**src/rtl/pipe_defs.sv**
```systemverilog
// Shared encodings and the RAW-match helper for the stall-only pipeline
// hazard controller.
package pipe_defs;

    typedef enum logic [1:0] {
        ST_RUN      = 2'd0,
        ST_STALL    = 2'd1,
        ST_REDIRECT = 2'd2
    } state_t;

    localparam logic [4:0] REG_ZERO = 5'd0;

    // A writer to $0 never conflicts; otherwise match against each source the ID instruction reads.
    function automatic logic raw_hazard(
        input logic       wreg,
        input logic [4:0] rd,
        input logic [4:0] rs,
        input logic [4:0] rt,
        input logic       use_rs,
        input logic       use_rt
    );
        return wreg && (rd != REG_ZERO) &&
               ((use_rs && (rs == rd)) || (use_rt && (rt == rd)));
    endfunction

endpackage

```
**src/rtl/sat_counter.sv**
```systemverilog
// Up-counter that sticks at all-ones; used for the stall/flush statistics.
module sat_counter #(
    parameter int W = 16
) (
    input  logic         i_clk,
    input  logic         i_rst,
    input  logic         i_inc,
    output logic [W-1:0] o_cnt
);

    logic [W-1:0] r_cnt;

    // Count increment requests, holding once every bit is set.
    always_ff @(posedge i_clk) begin
        if (i_rst) begin
            r_cnt <= {W{1'b0}};
        end else if (i_inc && (r_cnt != {W{1'b1}})) begin
            r_cnt <= r_cnt + W'(1'b1);
        end else begin
            r_cnt <= r_cnt;
        end
    end

    assign o_cnt = r_cnt;

endmodule

```
**src/rtl/pipe_hazard_ctrl.sv**
```systemverilog
// Stall/bubble/flush/redirect control for a 5-stage MIPS pipeline without
// forwarding, with saturating stall and redirect statistics.
module pipe_hazard_ctrl
    import pipe_defs::*;
#(
    parameter int CNT_W     = 16,
    parameter int MAX_STALL = 2
) (
    input  logic             clk,
    input  logic             rst,
    input  logic [4:0]       id_rs,
    input  logic [4:0]       id_rt,
    input  logic             id_use_rs,
    input  logic             id_use_rt,
    input  logic             ewreg,
    input  logic [4:0]       erdrt,
    input  logic             mwreg,
    input  logic [4:0]       mrdrt,
    input  logic             mbranch,
    input  logic             mzero,
    input  logic [31:0]      mpc,
    output logic             pc_wen,
    output logic             pc_sel,
    output logic [31:0]      br_target,
    output logic             ifid_wen,
    output logic             ifid_flush,
    output logic             idexe_bubble,
    output logic             exemem_flush,
    output logic [CNT_W-1:0] stall_cnt,
    output logic [CNT_W-1:0] flush_cnt,
    output logic             stall_err
);

    // Run counter only needs to reach MAX_STALL+1, where it saturates.
    localparam int               RUN_W   = $clog2(MAX_STALL + 2);
    localparam logic [RUN_W-1:0] RUN_LIM = RUN_W'(MAX_STALL);
    localparam logic [RUN_W-1:0] RUN_ONE = RUN_W'(1'b1);

    state_t           r_state;
    state_t           w_next_state;
    logic [RUN_W-1:0] r_run;
    logic             r_stall_err;
    logic             w_hz_e;
    logic             w_hz_m;
    logic             w_taken;
    logic             w_stall;

    assign w_hz_e    = raw_hazard(ewreg, erdrt, id_rs, id_rt, id_use_rs, id_use_rt);
    assign w_hz_m    = raw_hazard(mwreg, mrdrt, id_rs, id_rt, id_use_rs, id_use_rt);
    assign w_taken   = mbranch & mzero;
    assign br_target = mpc;
    assign stall_err = r_stall_err;

    // Control outputs and next state; a taken branch overrides any stall.
    always_comb begin
        w_next_state = ST_RUN;
        w_stall      = 1'b0;
        pc_wen       = 1'b1;
        ifid_wen     = 1'b1;
        pc_sel       = 1'b0;
        ifid_flush   = 1'b0;
        idexe_bubble = 1'b0;
        exemem_flush = 1'b0;
        if (w_taken) begin
            pc_sel       = 1'b1;
            ifid_flush   = 1'b1;
            idexe_bubble = 1'b1;
            exemem_flush = 1'b1;
            w_next_state = ST_REDIRECT;
        end else begin
            case (r_state)
                ST_RUN, ST_STALL: begin
                    if (w_hz_e || w_hz_m) begin
                        w_stall      = 1'b1;
                        pc_wen       = 1'b0;
                        ifid_wen     = 1'b0;
                        idexe_bubble = 1'b1;
                        w_next_state = ST_STALL;
                    end else begin
                        w_next_state = ST_RUN;
                    end
                end
                // ID holds the flushed NOP, so its register fields are stale.
                ST_REDIRECT: w_next_state = ST_RUN;
                default:     w_next_state = ST_RUN;
            endcase
        end
    end

    // State, consecutive-stall run length and the sticky overrun flag.
    always_ff @(posedge clk) begin
        if (rst) begin
            r_state     <= ST_RUN;
            r_run       <= {RUN_W{1'b0}};
            r_stall_err <= 1'b0;
        end else begin
            r_state <= w_next_state;
            if (w_stall) begin
                if (r_run >= RUN_LIM) begin
                    r_stall_err <= 1'b1;
                end else begin
                    r_stall_err <= r_stall_err;
                end
                if (r_run <= RUN_LIM) begin
                    r_run <= r_run + RUN_ONE;
                end else begin
                    r_run <= r_run;
                end
            end else begin
                r_run       <= {RUN_W{1'b0}};
                r_stall_err <= r_stall_err;
            end
        end
    end

    sat_counter #(.W(CNT_W)) u_stall_cnt (
        .i_clk (clk),
        .i_rst (rst),
        .i_inc (w_stall),
        .o_cnt (stall_cnt)
    );

    sat_counter #(.W(CNT_W)) u_flush_cnt (
        .i_clk (clk),
        .i_rst (rst),
        .i_inc (w_taken),
        .o_cnt (flush_cnt)
    );

endmodule

```
**config.mk**
```make
export PLATFORM = sky130hd
export DESIGN_NAME = pipe_hazard_ctrl
export DESIGN_NICKNAME = d
export VERILOG_FILES = /design/src/rtl/pipe_defs.sv /design/src/rtl/sat_counter.sv /design/src/rtl/pipe_hazard_ctrl.sv
export SDC_FILE = /design/constraint.sdc
export NUM_CORES = 1
export LEC_CHECK = 0
export CORE_MARGIN = 1
export CORE_UTILIZATION = 42
export CTS_CLUSTER_DIAMETER = 30
export DETAILED_ROUTE_END_ITERATION = 8
export PLACE_DENSITY = 0.86
export SLEW_MARGIN = 25
export SYNTH_ARGS = -nofsm -noshare
export SYNTH_HDL_FRONTEND = slang
export SYNTH_SLANG_ARGS = --single-unit
```
**constraint.sdc**
```tcl
create_clock -name clk -period 5.69 [get_ports clk]
set_clock_uncertainty 0.15 [all_clocks]
set_input_delay 1.4225 -clock clk [delete_from_list [all_inputs] [get_ports clk]]
set_output_delay 1.4225 -clock clk [all_outputs]
set_load 0.05 [all_outputs]
```
# [After elaboration in Yosys (flattened, before gate mapping)]
# Cells that the tools add are included.
[totals] regBits=37 output_inout_bits=71
[op_classes] addsub=3 n_lt_le_gt_ge=2 eq_ne=7 mux=11 n_bitwise=3 reduce_logical=20
[op_table] operator="$add A16 B1 Y16 const B" count=2
[op_table] operator="$ne A16 B16 Y1 const B" count=2
[op_table] operator="$eq A5 B5 Y1" count=4
[op_table] operator="$logic_and A1 B1 Y1" count=10
[op_table] operator="$reduce_bool A5 Y1" count=2
[op_table] operator="$mux W1" count=9
[op_table] operator="$mux W2" count=2
[op_table] operator="$reduce_or A2 Y1" count=2
[op_table] operator="$logic_or A1 B1 Y1" count=3
[op_table] operator="$reduce_or A3 Y1" count=1
[op_table] operator="$add A2 B1 Y2 const B" count=1
[op_table] operator="$eq A2 B1 Y1 const B" count=1
[op_table] operator="$ge A2 B2 Y1 const B" count=1
[op_table] operator="$le A2 B2 Y1 const B" count=1
[op_table] operator="$logic_not A2 Y1" count=1
[op_table] operator="$not A1 Y1" count=2
[op_table] operator="$reduce_and A2 Y1" count=1
[op_table] operator="$and A1 B1 Y1" count=1

# [Logic depth before layout (Yosys ltp)]
[depth] ltp_word=10 mapped_depth=9

# [Modules after synthesis]
# From an unflattened synthesis, not the netlist that was laid out.
[unflattened] hier_cells=293 area_unflattened_um2=2444.8
[by_module_without_submodules] module="sat_counter" n_inst=2 cells_each=99 area_each_um2=848.3
[by_module_without_submodules] module="pipe_hazard_ctrl" n_inst=1 cells_each=95 area_each_um2=748.2

# [Least setup slack after synthesis]
# OpenSTA, ideal clock, no wires.
[synth_path] kind="input port to output port" start="input erdrt[1]" end="output idexe_bubble" arrival_ps=2931 setup_slack_ps=1186 stages=7 n_path_buf=2 path_cell_list="or4_1 -> nor2_1 -> nor3b_2 -> a22oi_2 -> buf_6 -> buf_8 -> nand2_1"
[synth_between] elab_chain_cells=8 elab_cells_between_ends=12 classes_between="2 x eq/ne; 3 x mux; 7 x reduce/logical"
[synth_lines] element="start, declared" line_no="pipe_hazard_ctrl.sv:16" source="input logic [4:0] erdrt,"
[synth_lines] element="$eq A5 B5 Y1" line_no="pipe_defs.sv:23" source="((use_rs && (rs == rd)) || (use_rt && (rt == rd)));"
[synth_lines] element="$logic_and A1 B1 Y1" line_no="pipe_defs.sv:23"
[synth_lines] element="$logic_or A1 B1 Y1" line_no="pipe_defs.sv:23"
[synth_lines] element="$logic_and A1 B1 Y1 *" line_no="pipe_defs.sv:22" source="return wreg && (rd != REG_ZERO) &&"
[synth_lines] element="$logic_or A1 B1 Y1 *" line_no="pipe_hazard_ctrl.sv:73" source="if (w_hz_e || w_hz_m) begin"
[synth_lines] element="$mux W1 *" line_no="pipe_hazard_ctrl.sv:73"
[synth_lines] element="$mux W1 *" line_no="pipe_hazard_ctrl.sv:71" source="case (r_state)"
[synth_lines] element="$mux W1 *" line_no="pipe_hazard_ctrl.sv:64" source="if (w_taken) begin"
[synth_lines] element="end, declared" line_no="pipe_hazard_ctrl.sv:27" source="output logic idexe_bubble,"
# Every way passes the cells marked *; elsewhere a longest branch is shown, timed or not.

# [Worst setup path after layout]
[layout_path] start="input erdrt[2]" end="output ifid_wen"
[layout_between] elab_chain_cells=8 elab_cells_between_ends=12 classes_between="2 x eq/ne; 3 x mux; 7 x reduce/logical"
[layout_lines] element="$eq A5 B5 Y1" line_no="pipe_defs.sv:23"
[layout_lines] element="$logic_and A1 B1 Y1" line_no="pipe_defs.sv:23"
[layout_lines] element="$logic_or A1 B1 Y1" line_no="pipe_defs.sv:23"
[layout_lines] element="$logic_and A1 B1 Y1 *" line_no="pipe_defs.sv:22"
[layout_lines] element="$logic_or A1 B1 Y1 *" line_no="pipe_hazard_ctrl.sv:73"
[layout_lines] element="$mux W1 *" line_no="pipe_hazard_ctrl.sv:73"
[layout_lines] element="$mux W1 *" line_no="pipe_hazard_ctrl.sv:71"
[layout_lines] element="$mux W1 *" line_no="pipe_hazard_ctrl.sv:64"
[layout_lines] element="end, declared" line_no="pipe_hazard_ctrl.sv:25" source="output logic ifid_wen,"
# Marks and branches as above.

==> impl_metrics.toml <==
[worst_setup_path]
required_ns = 4.12
worstPathMaxFanout = 3
path_buf_inv = 2
crit_chain = "clkdlybuf4s50_1 -> or4_1 -> nor2_1 -> nor3b_2 -> a32oi_1 -> buf_12"
worstReg2RegStart = "u_stall_cnt.o_cnt[0]"
cp-startpoint = "erdrt[2]"
worstPathArrival_ns = 3.40
worst_setup_path_start_kind = "primary input"
slowest_stage = "or4_1"
max_stage_delay_ns = 0.54
critical-path-top-delay-family = "simple AND/OR/NAND/NOR gates"
cp-end-kind = "primary output"
worstSetupPathType = "primary input to primary output"

[worst_hold_path]
hp-start = "stall_err"
min_path_type = "register to register"

[final_layout]
num-nets-final = 383
instances_no_fill = 392
areaGrowthSynthToFinish_pct = 23.0
fin_util_pct = 53.6
antennaDiodeCount = 0
drive_gt1_share_pct = 9.38

[synth]
ys_seq_area_share_pct = 29.8
syn_area_per_cell_um2 = 8.38
yosys_warnings = 0
synth.top_cell.area_share_pct = 29.8
yosys-top-cells-count = "36 x dfxtp_1, 35 x buf_4, 28 x xnor2_1, 27 x nand2_1, 24 x nor2_1"
synth_flop_cell = "dfxtp_1"
synth_area_um2 = 2410
synth_largest_area_cell = "dfxtp_1"
syn_nets = 352
async_reset_ff_share_pct = 0
synth_edf_count = 0
ys_ff_latch = 36
synth_cell_types = 47
synthTopCellsByArea = "dfxtp_1 30%, buf_4 11%, xnor2_1 10%"
synthesis.instances = 288
yosys.cell_count.top_type = "dfxtp_1"

[pwr]
p_per_area_nw_per_um2 = 177
power_w = 0.000526
power.leakage_nw = 0.968
ir_worst_vdd_v = 0.000149

[floorplan]
die_h_um = 77.8
coreArea_um2 = 5540
placementRows = 27
die_w_um = 77.8
initial_core_util_pct = 43.6
io_pins = 131
die_area_um2 = 6060

[clocking]
clkLatencyLatePin_ns = 0.30
holdBufCountCts = 0
cts.sinks = 36
path_clk_slew_ns = 0.07
ctsResizeCount = 0
clk_root_buffer_cell = "clkbuf_8"
cts_made_buffers = 5
cts_setup_buffers = 0
htreeDepth = 2
cts_buffer_depth = 2
cts_tree = "yes"

[routing]
vias_per_cell = 5.42
vias = 2123
drt-initial-drc-count = 77
antenna_left = 0
wl_um = 5430
drtPass1Iterations = 4
wl_per_cell_um = 13.9
remaining_drc_errors = 0

[place]
portBuffers = 66
place_inst = 384
gp_congestion = 0.867
hpwl_um = 4010

[grt]
grt-ovfl-total = 0
grt_util_all_layers_pct = 18.6
antenna_found_initial = 0
grt_pass1_vias = 1998
grt_first_pass_wirelength_um = 9090
grt_max_degree = 38

[timing]
tightest_slew_ns = 0.716
setup_viol = 0
hold_viol_final = 0
period_needed_ns = 4.98
fin_crit_sh_pct = 87.5
max_freq_mhz = 201
slew_headroom_pct = 52.2
rsz0062_at_grt = "no"
hold_slack_ns = 0.343
drv_slew = 0
finalSetupTns_ns = 0

[outcome]
status = "completed"

[job]
drv_cap = 0
==> per-stage QoR <==
stage / setup WS, ns / instance area [um2]
4_1_cts: 0.698 / 2970
2_1_floorplan: 1.19 / 2410
5_1_grt: 0.593 / 2970
3_3_place_gp: 0.718 / 2880
6_report: 0.713 / 2970
3_5_place_dp: 0.705 / 2880
==> logic make-up (layout without fill, tap and decap cells) <==
family / Yosys count / count (layout) / synth area share [%]
AND/OR/NAND/NOR: 116 / 116 / 25.9
buffers and inverters: 50 / 82 / 14.4
AO/OA/AOI/OAI: 47 / 47 / 14.8
flip-flops: 36 / 36 / 29.8
XOR/XNOR: 33 / 33 / 12.0
adder cells (fa/ha/maj): 4 / 4 / 2.07
multiplexers: 2 / 2 / 1.04
==> path summary, 6_finish.rpt <==
check / end / cells past startpoint / slack, ns
setup / recovery: ifid_wen / 6 / 0.71
hold / removal: stall_err / 1 / 0.34
setup reg to reg: u_stall_cnt.o_cnt[9] / 6 / 3.29
hold reg to reg: stall_err / 1 / 0.34
==> final cells by class <==
| class | instances | area [um2] |
|---|---|---|
| Fill cell | 508 | 2570 |
| Multi-Input combinational cell | 202 | 1350 |
| Sequential cell | 36 | 721 |
| Timing Repair Buffer | 69 | 701 |
| Tap cell | 72 | 90.1 |
| Clock buffer | 6 | 82.6 |
| Inverter | 5 | 18.8 |
| Clock inverter | 2 | 10.0 |
==> report_power, final <==
part           leakage, nW  internal [W]  switching (W)  total (W)
clock network       0.0510     0.0000966      0.0000944   0.000191
registers            0.290      0.000253     0.00000175   0.000255
logic                0.626     0.0000381      0.0000421  0.0000802
total                0.968      0.000388       0.000138   0.000526
==> metal layers <==
metal | wire [um] | track usage, %
met4 | 88 | 7.74
met3 | 324 | 4.35
met5 | 0 | 0
met1 | 2300 | 20.9
met2 | 2720 | 33.5
==> registers in the layout, indices dropped and copies added (netlist names) <==
signal	count
u_flush_cnt.o_cnt	16
r_run	2
stall_err	1
r_state	1
u_stall_cnt.o_cnt	16
==> worst reg2reg max path, stage by stage (launching register included) <==
cell	delay, ns
dfxtp_1	0.36
ha_1	0.22
and2_1	0.26
nand3_1	0.14
nand2_1	0.42
or4_1	0.65
a21oi_2	0.14
==> cells in the final DEF (no fill, tap or decap), types with 3 or more instances in the layout <==
cell type and n:
buf_4 4, inv_1 5, xnor2_1 28, and3_1 4, nor2_1 24, nand2_1 27
xor2_1 5, nor3_1 7, dfxtp_1 36, a21oi_1 13, o31ai_1 10, ha_1 4
nor4_1 5, or4_1 11, o21ba_1 3, or3_1 3, clkbuf_8 6, o21ai_0 3
a21oi_2 4, and2_1 3, clkdlybuf4s50_1 63, nand4_1 10, nand3_1 11
(Power assumes the default switching activity.)
